==> src/rtl/dm_arbiter.sv <==
// ---------------------------------------------------------------------------
// dm_arbiter
//   Shares the single-port data memory (3072 words, bytes 0x0000-0x2FFF)
//   between the CPU MEM stage (port 0) and the loader/DMA (port 1).
//   Each granted request is checked for size alignment and address range.
//   Legal stores drive byte enables and lane-shifted write data.
//   Every grant yields a registered, right-justified response one cycle later.
//
// Ports
//   Clk, reset          clock (rising edge), synchronous active-high reset
//   pN_req/we/size      request valid, store flag, 00 byte / 01 half / 10 word
//   pN_addr/wdata       byte address, right-justified store data
//   pN_gnt              combinational accept
//   pN_rvalid/rdata/err registered response for the previous cycle's grant
//   p1_lock             port 1 keeps ownership while high
//   mem_addr/wd/be/we   word address, shifted write data, byte enables, write
//   mem_rd              combinational read data for mem_addr
//
// Build option
//   DM_RR_EN  defined: round-robin on contention (no starvation counter).
//             undefined: port 0 priority, port 1 forced after MAX_WAIT denials.
// ---------------------------------------------------------------------------
module dm_arbiter #(
  parameter int unsigned MAX_WAIT = 4,
  parameter logic [31:0] DM_TOP   = 32'h0000_2FFF
) (
  input  logic        Clk,
  input  logic        reset,
  input  logic        p0_req,
  input  logic        p0_we,
  input  logic [1:0]  p0_size,
  input  logic [31:0] p0_addr,
  input  logic [31:0] p0_wdata,
  output logic        p0_gnt,
  output logic        p0_rvalid,
  output logic [31:0] p0_rdata,
  output logic        p0_err,
  input  logic        p1_req,
  input  logic        p1_we,
  input  logic [1:0]  p1_size,
  input  logic [31:0] p1_addr,
  input  logic [31:0] p1_wdata,
  output logic        p1_gnt,
  output logic        p1_rvalid,
  output logic [31:0] p1_rdata,
  output logic        p1_err,
  input  logic        p1_lock,
  output logic [31:0] mem_addr,
  output logic [31:0] mem_wd,
  output logic [3:0]  mem_be,
  output logic        mem_we,
  input  logic [31:0] mem_rd
);

  typedef enum logic {ARB = 1'b0, LOCK1 = 1'b1} state_t;

  state_t      state_q, state_d;
  logic        p0_rvalid_q, p0_rvalid_d;
  logic [31:0] p0_rdata_q, p0_rdata_d;
  logic        p0_err_q, p0_err_d;
  logic        p1_rvalid_q, p1_rvalid_d;
  logic [31:0] p1_rdata_q, p1_rdata_d;
  logic        p1_err_q, p1_err_d;

`ifdef DM_RR_EN
  logic rr_last_q, rr_last_d;
`else
  localparam int WCW = $clog2(MAX_WAIT + 1);
  localparam logic [WCW-1:0] WAIT_SAT = WCW'(MAX_WAIT);
  logic [WCW-1:0] wait_cnt_q, wait_cnt_d;
`endif

  logic        sel_we;
  logic [1:0]  sel_size;
  logic [31:0] sel_addr;
  logic [31:0] sel_wdata;
  logic        sel_err;
  logic        any_gnt;
  logic [31:0] resp_data;

  // Range check is done in 33 bits so an access near 0xFFFFFFFF cannot wrap.
  function automatic logic access_err(input logic [1:0] size, input logic [31:0] addr);
    logic [32:0] last;
    logic        misalign;
    last     = {1'b0, addr};
    misalign = 1'b0;
    case (size)
      2'b00:   misalign = 1'b0;
      2'b01: begin
        last     = {1'b0, addr} + 33'd1;
        misalign = addr[0];
      end
      2'b10: begin
        last     = {1'b0, addr} + 33'd3;
        misalign = |addr[1:0];
      end
      default: misalign = 1'b1;
    endcase
    return misalign || (last > {1'b0, DM_TOP});
  endfunction

  function automatic logic [3:0] byte_en(input logic [1:0] size, input logic [1:0] a);
    logic [3:0] be;
    case (size)
      2'b00:   be = 4'b0001 << a;
      2'b01:   be = 4'b0011 << a;
      2'b10:   be = 4'b1111;
      default: be = 4'b0000;
    endcase
    return be;
  endfunction

  function automatic logic [31:0] lane_shift(input logic [31:0] wdata, input logic [1:0] a);
    return wdata << {a, 3'b000};
  endfunction

  function automatic logic [31:0] read_extract(input logic [31:0] rd, input logic [1:0] size,
                                               input logic [1:0] a);
    logic [31:0] sh;
    logic [31:0] res;
    sh = rd >> {a, 3'b000};
    case (size)
      2'b00:   res = {24'h0, sh[7:0]};
      2'b01:   res = {16'h0, sh[15:0]};
      default: res = sh;
    endcase
    return res;
  endfunction

  // Arbitration: no grant while reset is held so nothing reaches the memory.
  always_comb begin
    p0_gnt = 1'b0;
    p1_gnt = 1'b0;
    if (reset) begin
      p0_gnt = 1'b0;
      p1_gnt = 1'b0;
    end else if (state_q == LOCK1 && p1_lock && p1_req) begin
      p1_gnt = 1'b1;
    end else begin
`ifdef DM_RR_EN
      if (p0_req && p1_req) begin
        p0_gnt = rr_last_q;
        p1_gnt = ~rr_last_q;
      end else begin
        p0_gnt = p0_req;
        p1_gnt = p1_req;
      end
`else
      if (p1_req && (!p0_req || wait_cnt_q == WAIT_SAT)) begin
        p1_gnt = 1'b1;
      end else begin
        p0_gnt = p0_req;
      end
`endif
    end
  end

  // Datapath for the winning port; with no grant port 0 fields pass through.
  always_comb begin
    any_gnt   = p0_gnt | p1_gnt;
    sel_we    = p1_gnt ? p1_we    : p0_we;
    sel_size  = p1_gnt ? p1_size  : p0_size;
    sel_addr  = p1_gnt ? p1_addr  : p0_addr;
    sel_wdata = p1_gnt ? p1_wdata : p0_wdata;
    sel_err   = access_err(sel_size, sel_addr);

    mem_addr = {sel_addr[31:2], 2'b00};
    mem_wd   = lane_shift(sel_wdata, sel_addr[1:0]);
    mem_be   = (any_gnt && sel_we && !sel_err) ? byte_en(sel_size, sel_addr[1:0]) : 4'b0000;
    mem_we   = |mem_be;

    resp_data = (sel_we || sel_err) ? 32'h0 : read_extract(mem_rd, sel_size, sel_addr[1:0]);

    p0_rvalid_d = p0_gnt;
    p0_rdata_d  = p0_gnt ? resp_data : 32'h0;
    p0_err_d    = p0_gnt & sel_err;
    p1_rvalid_d = p1_gnt;
    p1_rdata_d  = p1_gnt ? resp_data : 32'h0;
    p1_err_d    = p1_gnt & sel_err;

    // Only a lock-qualified port 1 grant holds ownership into the next cycle.
    state_d = (p1_gnt && p1_lock) ? LOCK1 : ARB;
  end

`ifdef DM_RR_EN
  always_comb begin
    rr_last_d = rr_last_q;
    if (p1_gnt) begin
      rr_last_d = 1'b1;
    end else if (p0_gnt) begin
      rr_last_d = 1'b0;
    end
  end
`else
  always_comb begin
    wait_cnt_d = wait_cnt_q;
    if (!p1_req || p1_gnt) begin
      wait_cnt_d = '0;
    end else if (wait_cnt_q != WAIT_SAT) begin
      wait_cnt_d = wait_cnt_q + 1'b1;
    end
  end
`endif

  // Stage boundary: grant cycle -> registered response.
  always_ff @(posedge Clk) begin
    if (reset) begin
      state_q     <= ARB;
      p0_rvalid_q <= 1'b0;
      p0_rdata_q  <= 32'h0;
      p0_err_q    <= 1'b0;
      p1_rvalid_q <= 1'b0;
      p1_rdata_q  <= 32'h0;
      p1_err_q    <= 1'b0;
`ifdef DM_RR_EN
      rr_last_q   <= 1'b1;
`else
      wait_cnt_q  <= '0;
`endif
    end else begin
      state_q     <= state_d;
      p0_rvalid_q <= p0_rvalid_d;
      p0_rdata_q  <= p0_rdata_d;
      p0_err_q    <= p0_err_d;
      p1_rvalid_q <= p1_rvalid_d;
      p1_rdata_q  <= p1_rdata_d;
      p1_err_q    <= p1_err_d;
`ifdef DM_RR_EN
      rr_last_q   <= rr_last_d;
`else
      wait_cnt_q  <= wait_cnt_d;
`endif
    end
  end

  assign p0_rvalid = p0_rvalid_q;
  assign p0_rdata  = p0_rdata_q;
  assign p0_err    = p0_err_q;
  assign p1_rvalid = p1_rvalid_q;
  assign p1_rdata  = p1_rdata_q;
  assign p1_err    = p1_err_q;

endmodule

==> config.mk <==
export PLATFORM = sky130hd
export DESIGN_NAME = dm_arbiter
export DESIGN_NICKNAME = d
export VERILOG_FILES = /design/src/rtl/dm_arbiter.sv
export SDC_FILE = /design/constraint.sdc
export NUM_CORES = 1
export LEC_CHECK = 0
export BUFFER_PORTS_ARGS = -buffer_cell sky130_fd_sc_hd__buf_4
export CAP_MARGIN = 10
export CORE_ASPECT_RATIO = 1.2
export CORE_MARGIN = 10
export CORE_UTILIZATION = 47
export DETAILED_ROUTE_END_ITERATION = 16
export PLACE_DENSITY = 0.92
export SLEW_MARGIN = 10
export SYNTH_ARGS = -nofsm -noshare
export SYNTH_HDL_FRONTEND = slang
export SYNTH_SLANG_ARGS = --single-unit
==> constraint.sdc <==
create_clock -name Clk -period 7.3 [get_ports Clk]
set_clock_uncertainty 0.15 [all_clocks]
set_input_delay 0.73 -clock Clk [delete_from_list [all_inputs] [get_ports Clk]]
set_output_delay 0.73 -clock Clk [all_outputs]
set_load 0.02 [all_outputs]
[Yosys cells after proc, flatten, opt, wreduce, memory -nomap -nowiden]
Index checks and enable logic that the tools add are counted.
Cells by class
  bitwise logic cells: 5
  eq/ne operators: 4
  $mul: 0
  reduce and logical (&&, ||, !) cells: 19
  shifts and indexed selects: 4
  order comparisons: 1
  multiplexer cells: 17
  div/mod/pow operators: 0
  add/sub/neg operators: 3
Operator list (number)
  2-to-1 mux 32 bit: 3
  case mux 33 bit (2 select lines): 1
  case mux 32 bit (2 select lines): 1
  adder 32 x 1 -> 33 bit (second input constant): 1
  adder 32 x 2 -> 33 bit (second input constant): 1
  > comparator 33 x 14 -> 1 bit (second input constant): 1
  << shifter 32 x 5 -> 32 bit: 1
  right shift 32 x 5 -> 32 bit: 1
  case mux 4 bit (3 select lines): 1
  2-to-1 mux 1 bit: 8
  OR reduction 2 bit: 4
  logical AND 1 bit: 6
  logical OR 1 bit: 4
  2-to-1 mux 4 bit: 1
  OR reduction 4 bit: 1
  << shifter 1 x 2 -> 4 bit (first input constant): 1
  << shifter 2 x 2 -> 4 bit (first input constant): 1
  adder 3 x 1 -> 3 bit (second input constant): 1
  equality test 3 bit (second input constant): 1
  logical NOT 1 bit: 3
  inequality test 3 bit (second input constant): 1
  case mux 1 bit (3 select lines): 1
  bitwise AND 1 bit: 2
  equality test 2 x 1 -> 1 bit (second input constant): 1
  other kinds (5): 6
Storage, ports and cells
  bits of input ports: 171
  bits in writable memories: 0
  memories kept: 0
  latch bits: 0
  ROM bits: 0
  word-level logic and storage cells: 61
  register bits after elaboration: 72

[Depth between registers and ports, before layout]
Gate-level depths: netlist of the first run.
  depth after elaboration: 15
  depth in mapped cells: 24
  gate-level depth less buffers: 18

[Worst setup path after synthesis of the first run]
Ideal clock, no wire load.
  path type: input to output
  from: input p0_req
  to: output mem_be[1]
  buffers on the path: 9
  arrival: 5272 ps
  cell stages on the path: 22
  slack: 1148 ps
  cell sequence: buf_2 -> inv_1 -> o21ai_4 -> inv_4 -> buf_6 -> buf_6 -> mux2_4 -> clkbuf_1 -> buf_1 -> buf_1 -> ha_1 -> nand2_1 -> a211oi_1 -> a311oi_1 -> nor4_1 -> nor4b_1 -> nor2_1 -> or4_1 -> buf_2 -> buf_6 -> buf_6 -> nor3_2
Between the ends
  word-level cells in the longest chain between the ends: 14
  elaborated cells between the ends (all ways): 30
  those cells by class: 2 x add/sub; 1 x order compare; 2 x eq/ne; 2 x shift; 13 x mux; 1 x bitwise; 9 x reduce/logical
Ends and longest elaborated chain
  start: declaration: line 29  | input logic p0_req,
  logical NOT 1 bit: line 149  | if (p1_req && (!p0_req || wait_cnt_q == WAIT_SAT)) begin
  logical OR 1 bit: line 149
  logical AND 1 bit: line 149
  2-to-1 mux 1 bit: line 149
  2-to-1 mux 1 bit: line 137  | end else if (state_q == LOCK1 && p1_lock && p1_req) begin
  2-to-1 mux 1 bit: line 134  | if (reset) begin
  2-to-1 mux 32 bit / 2-to-1 mux 2 bit (equally long branches): line 163, 162
  adder 32 x 2 -> 33 bit (tied with other cells): line 94  | last = {1'b0, addr} + 33'd3;
  case mux 33 bit (2 select lines): line 87  | case (size)
  > comparator 33 x 14 -> 1 bit: line 99  | return misalign || (last > {1'b0, DM_TOP});
  logical OR 1 bit: line 99
  logical NOT 1 bit: line 169  | mem_be = (any_gnt && sel_we && !sel_err) ? byte_en(sel_size, sel_addr[1:0]) : 4'b0000;
  logical AND 1 bit: line 169
  2-to-1 mux 4 bit (*): line 169
  end: declaration: line 50  | output logic [3:0] mem_be,
Every way passes the cells marked *; elsewhere a longest branch is shown, timed or not.

[Final worst setup path of the first run]
  from: register wait_cnt_q[0]
  to: output mem_be[0]
Between the ends
  word-level cells in the longest chain between the ends: 14
  elaborated cells between the ends (all ways): 30
  those cells by class: 2 x add/sub; 1 x order compare; 3 x eq/ne; 2 x shift; 13 x mux; 1 x bitwise; 8 x reduce/logical
Ends and longest elaborated chain
  start: declaration: line 70  | logic [WCW-1:0] wait_cnt_q, wait_cnt_d;
  start signal: assignment: line 231  | wait_cnt_q <= wait_cnt_d;
  equality test 3 bit (*): line 149
  logical OR 1 bit (*): line 149
  logical AND 1 bit (*): line 149
  2-to-1 mux 1 bit: line 149
  2-to-1 mux 1 bit: line 137
  2-to-1 mux 1 bit: line 134
  2-to-1 mux 32 bit / 2-to-1 mux 2 bit (equally long branches): line 163, 162
  adder 32 x 2 -> 33 bit (tied with other cells): line 94
  case mux 33 bit (2 select lines): line 87
  > comparator 33 x 14 -> 1 bit: line 99
  logical OR 1 bit: line 99
  logical NOT 1 bit: line 169
  logical AND 1 bit: line 169
  2-to-1 mux 4 bit (*): line 169
Marked as above.

==> qor.csv, run 1 <==
metric,value,unit
clock-pin slew on the worst setup and hold paths,0.05,ns
mux cell area share after synthesis,0.150,
drt pass-1 iters,7,
post-route cell area,0.00853,mm^2
Async SR Flop Fraction,0,
"commonest non-fill, non-tap cell in the layout",buf_4,
Avg WL per Cell,20.0,um
CP startpoint kind,register,
R2R depth,18,
sequential area share after synthesis,0.240,
"Slowest-stage cell, CP",or4_2,
maximum clock rate,156,MHz
post-synthesis cell count,854,
RSZ-0062 raised after global routing,no,
Synth Area in XOR/XNOR,0.0146,
Syn. warnings,0,
final period utilization,0.880,
Worst Tran Pin Value,1.12,ns
Core Footprint,0.0126,mm^2
Area Growth Syn to Fin,41.8,%
initial drt markers,883,
Seq cells post-synth,72,
# setup viols final,0,
number of global-route vias before repair,7427,
Mean Syn Cell Area,7.04,um^2
Setup crit start,wait_cnt_q[0],
Post-synth EDFFs,0,
Post-CTS Hold Fix Bufs,0,
hpwl dp,20100,um
Final Max Tran Viols,0,
gpl congestion,0.966,
synth unique cells,68,
CTS buffer count,9,
Worst Path Required,6.42,ns
Die Height,144,um
Max clock buf depth,2,
largest family of logic cells by synthesized area,simple AND/OR/NAND/NOR gates,
Worst Setup EP,mem_be[0],
I/O pin cnt,310,
final hold vios,0,
Min-Delay Path Class,reg2reg,
CTS root buf,clkbuf_16,
row count,45,
Worst Path Max Fanout,40,
worst r2r dst,p1_rdata[8],
worst hold margin,0.303,ns
initial core utilization,0.477,
"commonest non-fill, non-tap cells in the layout","buf_4, nand2_1, dfxtp_1",
FILL cells,1045,
setup_tns,0,ns
Design Power,1.21,mW
routed vias/inst,5.99,
Final #Nets,1295,
initial antenna violation count,0,
Congestion Overflow GR,0,
GRT Util Overall,0.272,
max-cap violations,0,
LEAKAGE,3.93,nW
Post-CTS Setup Inserts,0,
Post-Synth Simple-Gate Area,0.367,
Synth Area in Compound Gates,0.139,
die area,0.0177,mm^2
number of remaining DRC errors,0,
crit path DAT,5.55,ns
Die Width,123,um
top_reg_cell synth,dfxtp_1,
Ant. Diodes,0,
Skew-Pair Late Insertion Delay,0.33,ns
clock net sink count,72,
synthesized area,0.00601,mm^2
Total Wirelength,25700,um
Slew Limit Headroom,0.252,
worst-path cell chain,"inv_1, ha_1, a22o_2, o21ai_4, inv_4, mux2i_1, inv_1, ha_1, ha_1, nand2_1, a211oi_1, a311oi_1, nor4_2, xnor2_1, o211ai_1, or4_2, nor4b_2, buf_4",
Layout Utilization,0.676,
via count,7698,
Setup Crit Path Kind,reg2out,
cts repair resizes,0,
Worst setup EP type,output pin,
outcome,completed,
clock tree from TritonCTS,built,
Worst path most repeated cell,ha_1,
Worst VDD drop,0.138,mV
Crit path largest cell delay,1.07,ns
reg2reg setup slack,1.58,ns
largest net degree at the start of global routing,78,
post-route minimum period,6.43,ns
R2R Path Start,wait_cnt_q[0],
# port buffers,307,
ANT nets after route,0,
Post-DP Area,0.00826,mm^2
layout cells sized above 1,0.347,
PD cells,142,mW/mm^2
first-pass GRT wire length,38800,um
adder-cell area share of the yosys netlist,0.0158,
H-tree depth,3,
[critical path, delay by kind of cell (launching register included)]
kind                     cells  cell delay, ns
buffers and inverters        4            0.47
adder cells (fa/ha/maj)      3            0.81
flip-flops                   1            0.35
AO/OA/AOI/OAI                5            1.01
AND/OR/NAND/NOR              4            1.96
multiplexers                 1            0.44
XOR/XNOR                     1            0.17
[cells by family after synthesis]
| logic type | count (synthesis) |
|---|---|
| and+or+nand+nor | 464 |
| xor gates and xnor gates | 10 |
| DFF | 72 |
| muxes | 80 |
| adders and majority gates | 7 |
| other | 1 |
| buffers and inverters | 92 |
| AOI/OAI and AO/OA | 128 |
[power by group]
group	total, mW	internal (mW)	switching, mW	leakage, nW
logic	0.414	0.177	0.237	3.22
registers	0.395	0.395	0.000667	0.581
clock network	0.400	0.238	0.162	0.130
total	1.21	0.810	0.399	3.93
[cells in the mapped netlist, types with 3 or more instances]
cell type	n	area [um^2]
a32o_1	3	30.0
a211oi_1	13	97.6
a21oi_1	29	145
nor2b_1	3	18.8
a21o_1	3	22.5
mux4_2	4	90.1
a31oi_1	3	18.8
buf_1	7	26.3
mux2_2	19	214
nand2b_1	4	25.0
buf_6	10	113
o22ai_1	11	68.8
dfxtp_1	72	1440
buf_2	5	25.0
xnor2_1	9	78.8
mux2i_1	53	531
nand3_1	39	195
clkbuf_1	40	150
nor2_1	46	173
nand2_1	233	875
nor3_1	48	240
nand4_1	18	113
o21ai_0	40	200
and3_1	11	68.8
nor4_1	25	156
mux2_4	3	45.0
inv_1	24	90.1
o211ai_1	3	22.5
o31ai_1	3	22.5
ha_1	6	75.1
nor3_2	20	200
buf_4	3	22.5
o21bai_1	3	22.5
[routing by layer]
metal	share of wire	wire length, um	GRT usage	up-vias
met3	0.11	2750	0.0683	90
met5	0	0	0	-
met4	0.050	1290	0.152	0
met2	0.48	12400	0.449	566
li1	-	-	-	3533
met1	0.36	9250	0.310	3509
[state kept, by name (all words and copies together) (netlist names)]
signal,count
p0_rdata,32
p1_err,1
p0_err,1
wait_cnt_q,3
p1_rvalid,1
p0_rvalid,1
state_q,1
p1_rdata,32
[worst min path at each step]
| stage | depth (start not counted) | startpoint | end | slack (ns) |
|---|---|---|---|---|
| finish | 1 | wait_cnt_q[0] | wait_cnt_q[0] | 0.30 |
| global route | 1 | wait_cnt_q[0] | wait_cnt_q[0] | 0.33 |
| CTS | 1 | wait_cnt_q[0] | wait_cnt_q[0] | 0.31 |
| detailed placement | 1 | wait_cnt_q[0] | wait_cnt_q[0] | 0.30 |
| global placement | 1 | wait_cnt_q[0] | wait_cnt_q[0] | 0.29 |
| floorplan | 1 | wait_cnt_q[0] | wait_cnt_q[0] | 0.28 |
[stage by stage]
stage	worst slack, ns	cells
5_1_grt	0.582	1286
2_1_floorplan	1.15	855
3_5_place_dp	1.09	1270
3_3_place_gp	1.25	1270
6_report	0.873	1286
4_1_cts	0.923	1286
[final cells by class]
class	instances	area (um^2)	share of cell area
tap	164	205	0.0241
inverter	26	100	0.0117
sequential	72	1440	0.169
clock buffer	13	250	0.0293
clock inverter	3	17.5	0.00205
timing repair buffer	317	2380	0.279
multi-input combinational	691	4140	0.485
Power figures use the tool's default switching activity.
==> inputs of run 2 (changes only) <==
--- a/config.mk
+++ b/config.mk
@@ -5,7 +5,7 @@
 export SDC_FILE = /design/constraint.sdc
 export NUM_CORES = 1
 export LEC_CHECK = 0
-export BUFFER_PORTS_ARGS = -buffer_cell sky130_fd_sc_hd__buf_4
+export BUFFER_PORTS_ARGS = -buffer_cell sky130_fd_sc_hd__buf_2
 export CAP_MARGIN = 10
 export CORE_ASPECT_RATIO = 1.2
 export CORE_MARGIN = 10
==> run 2 against run 1 <==
Wire length is 3.1% lower. Flip-flop and latch count unchanged. Worst hold slack better by 0.021 ns. Setup slack lost 0.32 ns. Combinational power decreased by 11%. Count of clock-buffer cells in the layout down 2. Via count decreased by 1.7%. Register-to-register slack got worse by 0.06 ns. Non-clock buffer count fell by 2. Total power shrank 0.82%.
==> qor.csv, run 2 (synthesized netlist as in run 1, its figures left out) <==
metric,value,unit
outcome,completed,
Worst Tran Pin Value,1.19,ns
ANT nets after route,0,
# port buffers,307,
setup_tns,0,ns
Skew-Pair Late Insertion Delay,0.34,ns
die area,0.0177,mm^2
Crit path largest cell delay,0.79,ns
post-route minimum period,6.74,ns
final hold vios,0,
Post-Layout Cell Count,1285,
worst r2r dst,p0_rdata[16],
Worst Path Required,6.42,ns
# setup viols final,0,
max-cap violations,0,
Congestion Overflow GR,0,
Die Width,123,um
LEAKAGE,3.76,nW
Hold Startpoint,wait_cnt_q[0],
FILL cells,1140,
maximum clock rate,148,MHz
hpwl dp,19400,um
GRT Util Overall,0.267,
routed vias/inst,5.89,
cts repair resizes,0,
initial core utilization,0.477,
CP top delay family,simple AND/OR/NAND/NOR gates,
final period utilization,0.924,
Worst Path Max Fanout,59,
Worst setup EP type,output pin,
"commonest non-fill, non-tap cells in the layout","buf_2, nand2_1, dfxtp_1",
post-route cell area,0.00778,mm^2
Post-CTS Setup Inserts,0,
CP bufs+invs,5,
PD cells,154,mW/mm^2
Core Footprint,0.0126,mm^2
number of remaining DRC errors,0,
I/O pin cnt,310,
CTS buffer count,9,
crit path DAT,5.86,ns
drt pass-1 iters,6,
Min-Delay Path Class,reg2reg,
Setup Crit Path Kind,reg2out,
clock-pin slew on the worst setup and hold paths,0.06,ns
Crit path depth,19,
R2R Path Start,wait_cnt_q[0],
RSZ-0062 raised after global routing,no,
CTS root buf,clkbuf_16,
Slew Limit Headroom,0.202,
largest net degree at the start of global routing,89,
gpl congestion,0.962,
Die Height,144,um
initial drt markers,1141,
CP startpoint kind,register,
worst-path cell chain,"inv_1, ha_1, a22o_2, o21ai_4, inv_4, mux2i_1, inv_1, ha_1, ha_1, nand2_1, a211oi_1, a311oi_1, nor4_2, xnor2_1, o211ai_1, or4_2, buf_4, nor3_2, buf_2",
Final #Nets,1293,
"Slowest-stage cell, CP",or4_2,
Max clock buf depth,2,
clock net sink count,72,
reg2reg setup slack,1.52,ns
dpl ws,0.812,ns
row count,45,
clock tree from TritonCTS,built,
Worst Setup EP,mem_we,
Setup crit start,wait_cnt_q[0],
Post-CTS Hold Fix Bufs,0,
Area Growth Syn to Fin,29.4,%
Worst VDD drop,0.150,mV
Avg WL per Cell,19.4,um
Cells after DPL,1268,
via count,7564,
R2R depth,17,
Worst path most repeated cell,ha_1,
layout cells sized above 1,0.347,
initial antenna violation count,1,
"commonest non-fill, non-tap cell in the layout",buf_2,
H-tree depth,3,
final worst setup slack,0.556,ns
Final Max Tran Viols,0,
Post-DP Area,0.00748,mm^2
number of global-route vias before repair,7373,
first-pass GRT wire length,38200,um
Total Wirelength,24900,um
## run 2: cell count changes in the layout (fill, tap and decap cells not counted)
| cell | previous run | this run |
|---|---|---|
| bufinv_16 | 0 | 1 |
| clkinv_4 | 0 | 1 |
| diode_2 | 0 | 1 |
| buf_4 | 317 | 8 |
| buf_2 | 0 | 307 |
| clkbuf_1 | 3 | 1 |
## run 2: per-stage QoR
| stage | util | power (mW) | hold WS, ns |
|---|---|---|---|
| floorplan | - | 0.626 | 0.279 |
| global placement | 0.593 | 0.760 | 0.291 |
| detailed placement | 0.593 | 0.765 | 0.312 |
| CTS | 0.617 | 1.20 | 0.327 |
| global route | 0.617 | 1.25 | 0.352 |
| finish | 0.617 | 1.20 | 0.324 |
## run 2: power breakdown
group          internal, mW  leakage (nW)  switching (mW)
combinational         0.133          3.03           0.234
sequential            0.395         0.581        0.000765
clock                 0.273         0.146           0.164
## run 2: final cells by class
cell class | instances | area, um^2 | share of cell area
clock inverter | 5 | 56.3 | 0.00724
multi-input combinational | 691 | 4140 | 0.532
timing repair buffer | 315 | 1600 | 0.205
tap | 164 | 205 | 0.0264
clock buffer | 11 | 243 | 0.0312
inverter | 26 | 100 | 0.0129
antenna | 1 | 2.50 | 0.000322
sequential | 72 | 1440 | 0.185
## run 2: how the worst min path moves through the flow
stage	to	slack [ns]	depth (start not counted)
CTS	wait_cnt_q[0]	0.33	1
global placement	wait_cnt_q[0]	0.29	1
floorplan	wait_cnt_q[0]	0.28	1
detailed placement	wait_cnt_q[0]	0.31	1
finish	wait_cnt_q[0]	0.32	1
global route	wait_cnt_q[0]	0.35	1
## run 2: worst register-to-register path, stage by stage (launching register included)
cell	delay, ns
dfxtp_1	0.36
inv_1	0.06
ha_1	0.23
a22o_2	0.33
o21ai_4	0.38
inv_4	0.10
mux2i_1	0.49
inv_1	0.17
ha_1	0.38
inv_1	0.09
nor2_1	0.27
o21ai_0	0.36
nor4_1	0.43
mux2i_1	0.18
a2111oi_4	0.34
nand3_2	0.48
buf_4	0.49
nor3_1	0.37
## run 2: metal layers
layer | global-route usage | up-vias | part of all wire
met1 | 0.299 | 3403 | 0.36
met4 | 0.149 | 2 | 0.056
met2 | 0.443 | 510 | 0.48
met5 | 0 | - | 0.00072
li1 | - | 3538 | -
met3 | 0.0757 | 111 | 0.11
==> inputs of run 3 (changes only) <==
--- a/config.mk
+++ b/config.mk
@@ -12,6 +12,7 @@
 export CORE_UTILIZATION = 47
 export DETAILED_ROUTE_END_ITERATION = 16
 export PLACE_DENSITY = 0.92
+export RECOVER_POWER = 50
 export SLEW_MARGIN = 10
 export SYNTH_ARGS = -nofsm -noshare
 export SYNTH_HDL_FRONTEND = slang
==> run 3 against run 2 <==
Critical path depth did not move. Non-clock buffer count unchanged. Die area unchanged. Wire length is 0.72% higher. Clock power barely moved. Utilization is 0.95 points lower. Combinational power about the same. Design area fell by 1.5%. Total power down 0.40%. Setup slack worse by 0.12 ns. Critical endpoint unchanged. Largest cell class unchanged.
==> qor.csv, run 3 (synthesized netlist as in run 1, its figures left out) <==
metric,value,unit
CP startpoint kind,register,
Final #Nets,1293,
Total Wirelength,25100,um
crit path DAT,5.98,ns
Hold Startpoint,wait_cnt_q[0],
PD cells,156,mW/mm^2
ANT nets after route,0,
Final Max Tran Viols,0,
max-cap violations,0,
sw power,0.398,mW
drt pass-1 iters,6,
Skew-Pair Late Insertion Delay,0.33,ns
Setup Crit Path Kind,reg2out,
Slew Limit Headroom,0.214,
die area,0.0177,mm^2
Worst VDD drop,0.150,mV
Avg WL per Cell,19.5,um
"commonest non-fill, non-tap cells in the layout","nand2_1, buf_2, clkbuf_1",
Worst Path Required,6.42,ns
hold endpoint,wait_cnt_q[0],
number of global-route vias before repair,7373,
largest net degree at the start of global routing,89,
post-route cell area,0.00766,mm^2
Worst Path Max Fanout,59,
Min-Delay Path Class,reg2reg,
clock net sink count,72,
gpl congestion,0.962,
Core Footprint,0.0126,mm^2
clock tree from TritonCTS,built,
R2R depth,18,
routed vias/inst,5.92,
clock-pin slew on the worst setup and hold paths,0.06,ns
RSZ-0062 raised after global routing,no,
H-tree depth,3,
setup_tns,0,ns
hold path depth,1,
number of remaining DRC errors,0,
Worst Tran Pin Value,1.17,ns
FF/Latch Area,0.00144,mm^2
final hold vios,0,
Flop pwr share,0.331,
Post-DP Area,0.00748,mm^2
layout cells sized above 1,0.262,
post-route minimum period,6.86,ns
Die Width,123,um
row count,45,
Multi-input gate area,0.00413,mm^2
first-pass GRT wire length,38200,um
maximum clock rate,146,MHz
"commonest non-fill, non-tap cell in the layout",nand2_1,
Post-CTS Hold Fix Bufs,0,
final period utilization,0.940,
Post-CTS Setup Inserts,0,
worst r2r dst,p0_rdata[16],
reg2reg setup slack,1.45,ns
met3 routed WL,2490,um
initial antenna violation count,1,
Congestion Overflow GR,0,
Worst setup EP type,output pin,
CTS root buf,clkbuf_16,
clock power share,0.364,
# setup viols final,0,
GRT Util Overall,0.267,
Area Growth Syn to Fin,27.4,%
Layout Utilization,0.607,
via count,7609,
worst hold margin,0.324,ns
hpwl dp,19400,um
R2R Path Start,wait_cnt_q[0],
initial drt markers,1020,
I/O pin cnt,310,
LEAKAGE,3.39,nW
cts repair resizes,0,
Die Height,144,um
met1 wire length,9290,um
FILL cells,1188,
# port buffers,307,
Int Power,0.797,mW
Max clock buf depth,2,
CTS buffer count,9,
Net Sw Frac,0.333,
initial core utilization,0.477,
outcome,completed,
combinational share of power,0.305,
top sig layer,met5,
met2 wire length,11900,um
-- run 3: cell types whose count changed in the layout (fill, tap and decap cells not counted) --
cell,previous run,this run
mux2_1,0,3
and2_1,2,1
mux2_2,19,17
a22o_2,1,0
mux2_4,3,2
and2_0,0,1
clkbuf_1,1,93
a22o_1,0,1
buf_2,307,215
-- run 3: final cells by class --
cell class / count / area share
Timing Repair Buffer: 315 / 0.193
Clock inverter: 5 / 0.00735
Multi-Input combinational cell: 691 / 0.539
Antenna cell: 1 / 0.000327
Sequential cell: 72 / 0.188
Clock buffer: 11 / 0.0317
Tap cell: 164 / 0.0268
Inverter: 26 / 0.0131
-- run 3: power by group through the flow --
stage | Sequential (mW) | Clock, mW | Combinational (mW)
detailed placement | 0.404 | 0 | 0.361
global placement | 0.404 | 0 | 0.356
CTS | 0.395 | 0.437 | 0.363
floorplan | 0.405 | 0 | 0.220
finish | 0.395 | 0.435 | 0.364
global route | 0.395 | 0.453 | 0.397
-- run 3: metrics by stage --
stage	setup WS (ns)	power [mW]	std cells
after floorplan	1.15	0.626	855
after global placement	1.06	0.760	1268
after detailed placement	0.812	0.765	1268
after CTS	0.595	1.20	1284
after global routing	0.0408	1.25	1284
final	0.440	1.19	1285
-- run 3: metal layers --
| metal | vias up | GRT usage |
|---|---|---|
| met3 | 116 | 0.0757 |
| li1 | 3532 | - |
| met5 | - | 0 |
| met1 | 3423 | 0.299 |
| met2 | 536 | 0.443 |
| met4 | 2 | 0.149 |
-- run 3: worst max-delay path by stage --
stage | startpoint | to | slack, ns | depth (start not counted)
2_1_floorplan | p0_req | mem_be[1] | 1.15 | 22
3_3_place_gp | p1_lock | mem_be[1] | 1.06 | 18
3_5_place_dp | p1_lock | mem_we | 0.81 | 18
4_1_cts | wait_cnt_q[0] | mem_we | 0.59 | 19
5_1_grt | wait_cnt_q[0] | mem_we | 0.04 | 19
6_report | wait_cnt_q[0] | mem_we | 0.44 | 19
-- run 3: worst max-delay path, cell delays in order (launching register included) --
cell	delay [ns]
dfxtp_1	0.36
inv_1	0.06
ha_1	0.23
a22o_1	0.33
o21ai_4	0.40
inv_4	0.10
mux2i_1	0.49
inv_1	0.16
ha_1	0.25
ha_1	0.29
nand2_1	0.07
a211oi_1	0.06
a311oi_1	0.58
nor4_1	0.17
nor4b_1	0.32
nor2_1	0.08
or4_2	0.83
buf_4	0.40
nor3_2	0.25
buf_2	0.20
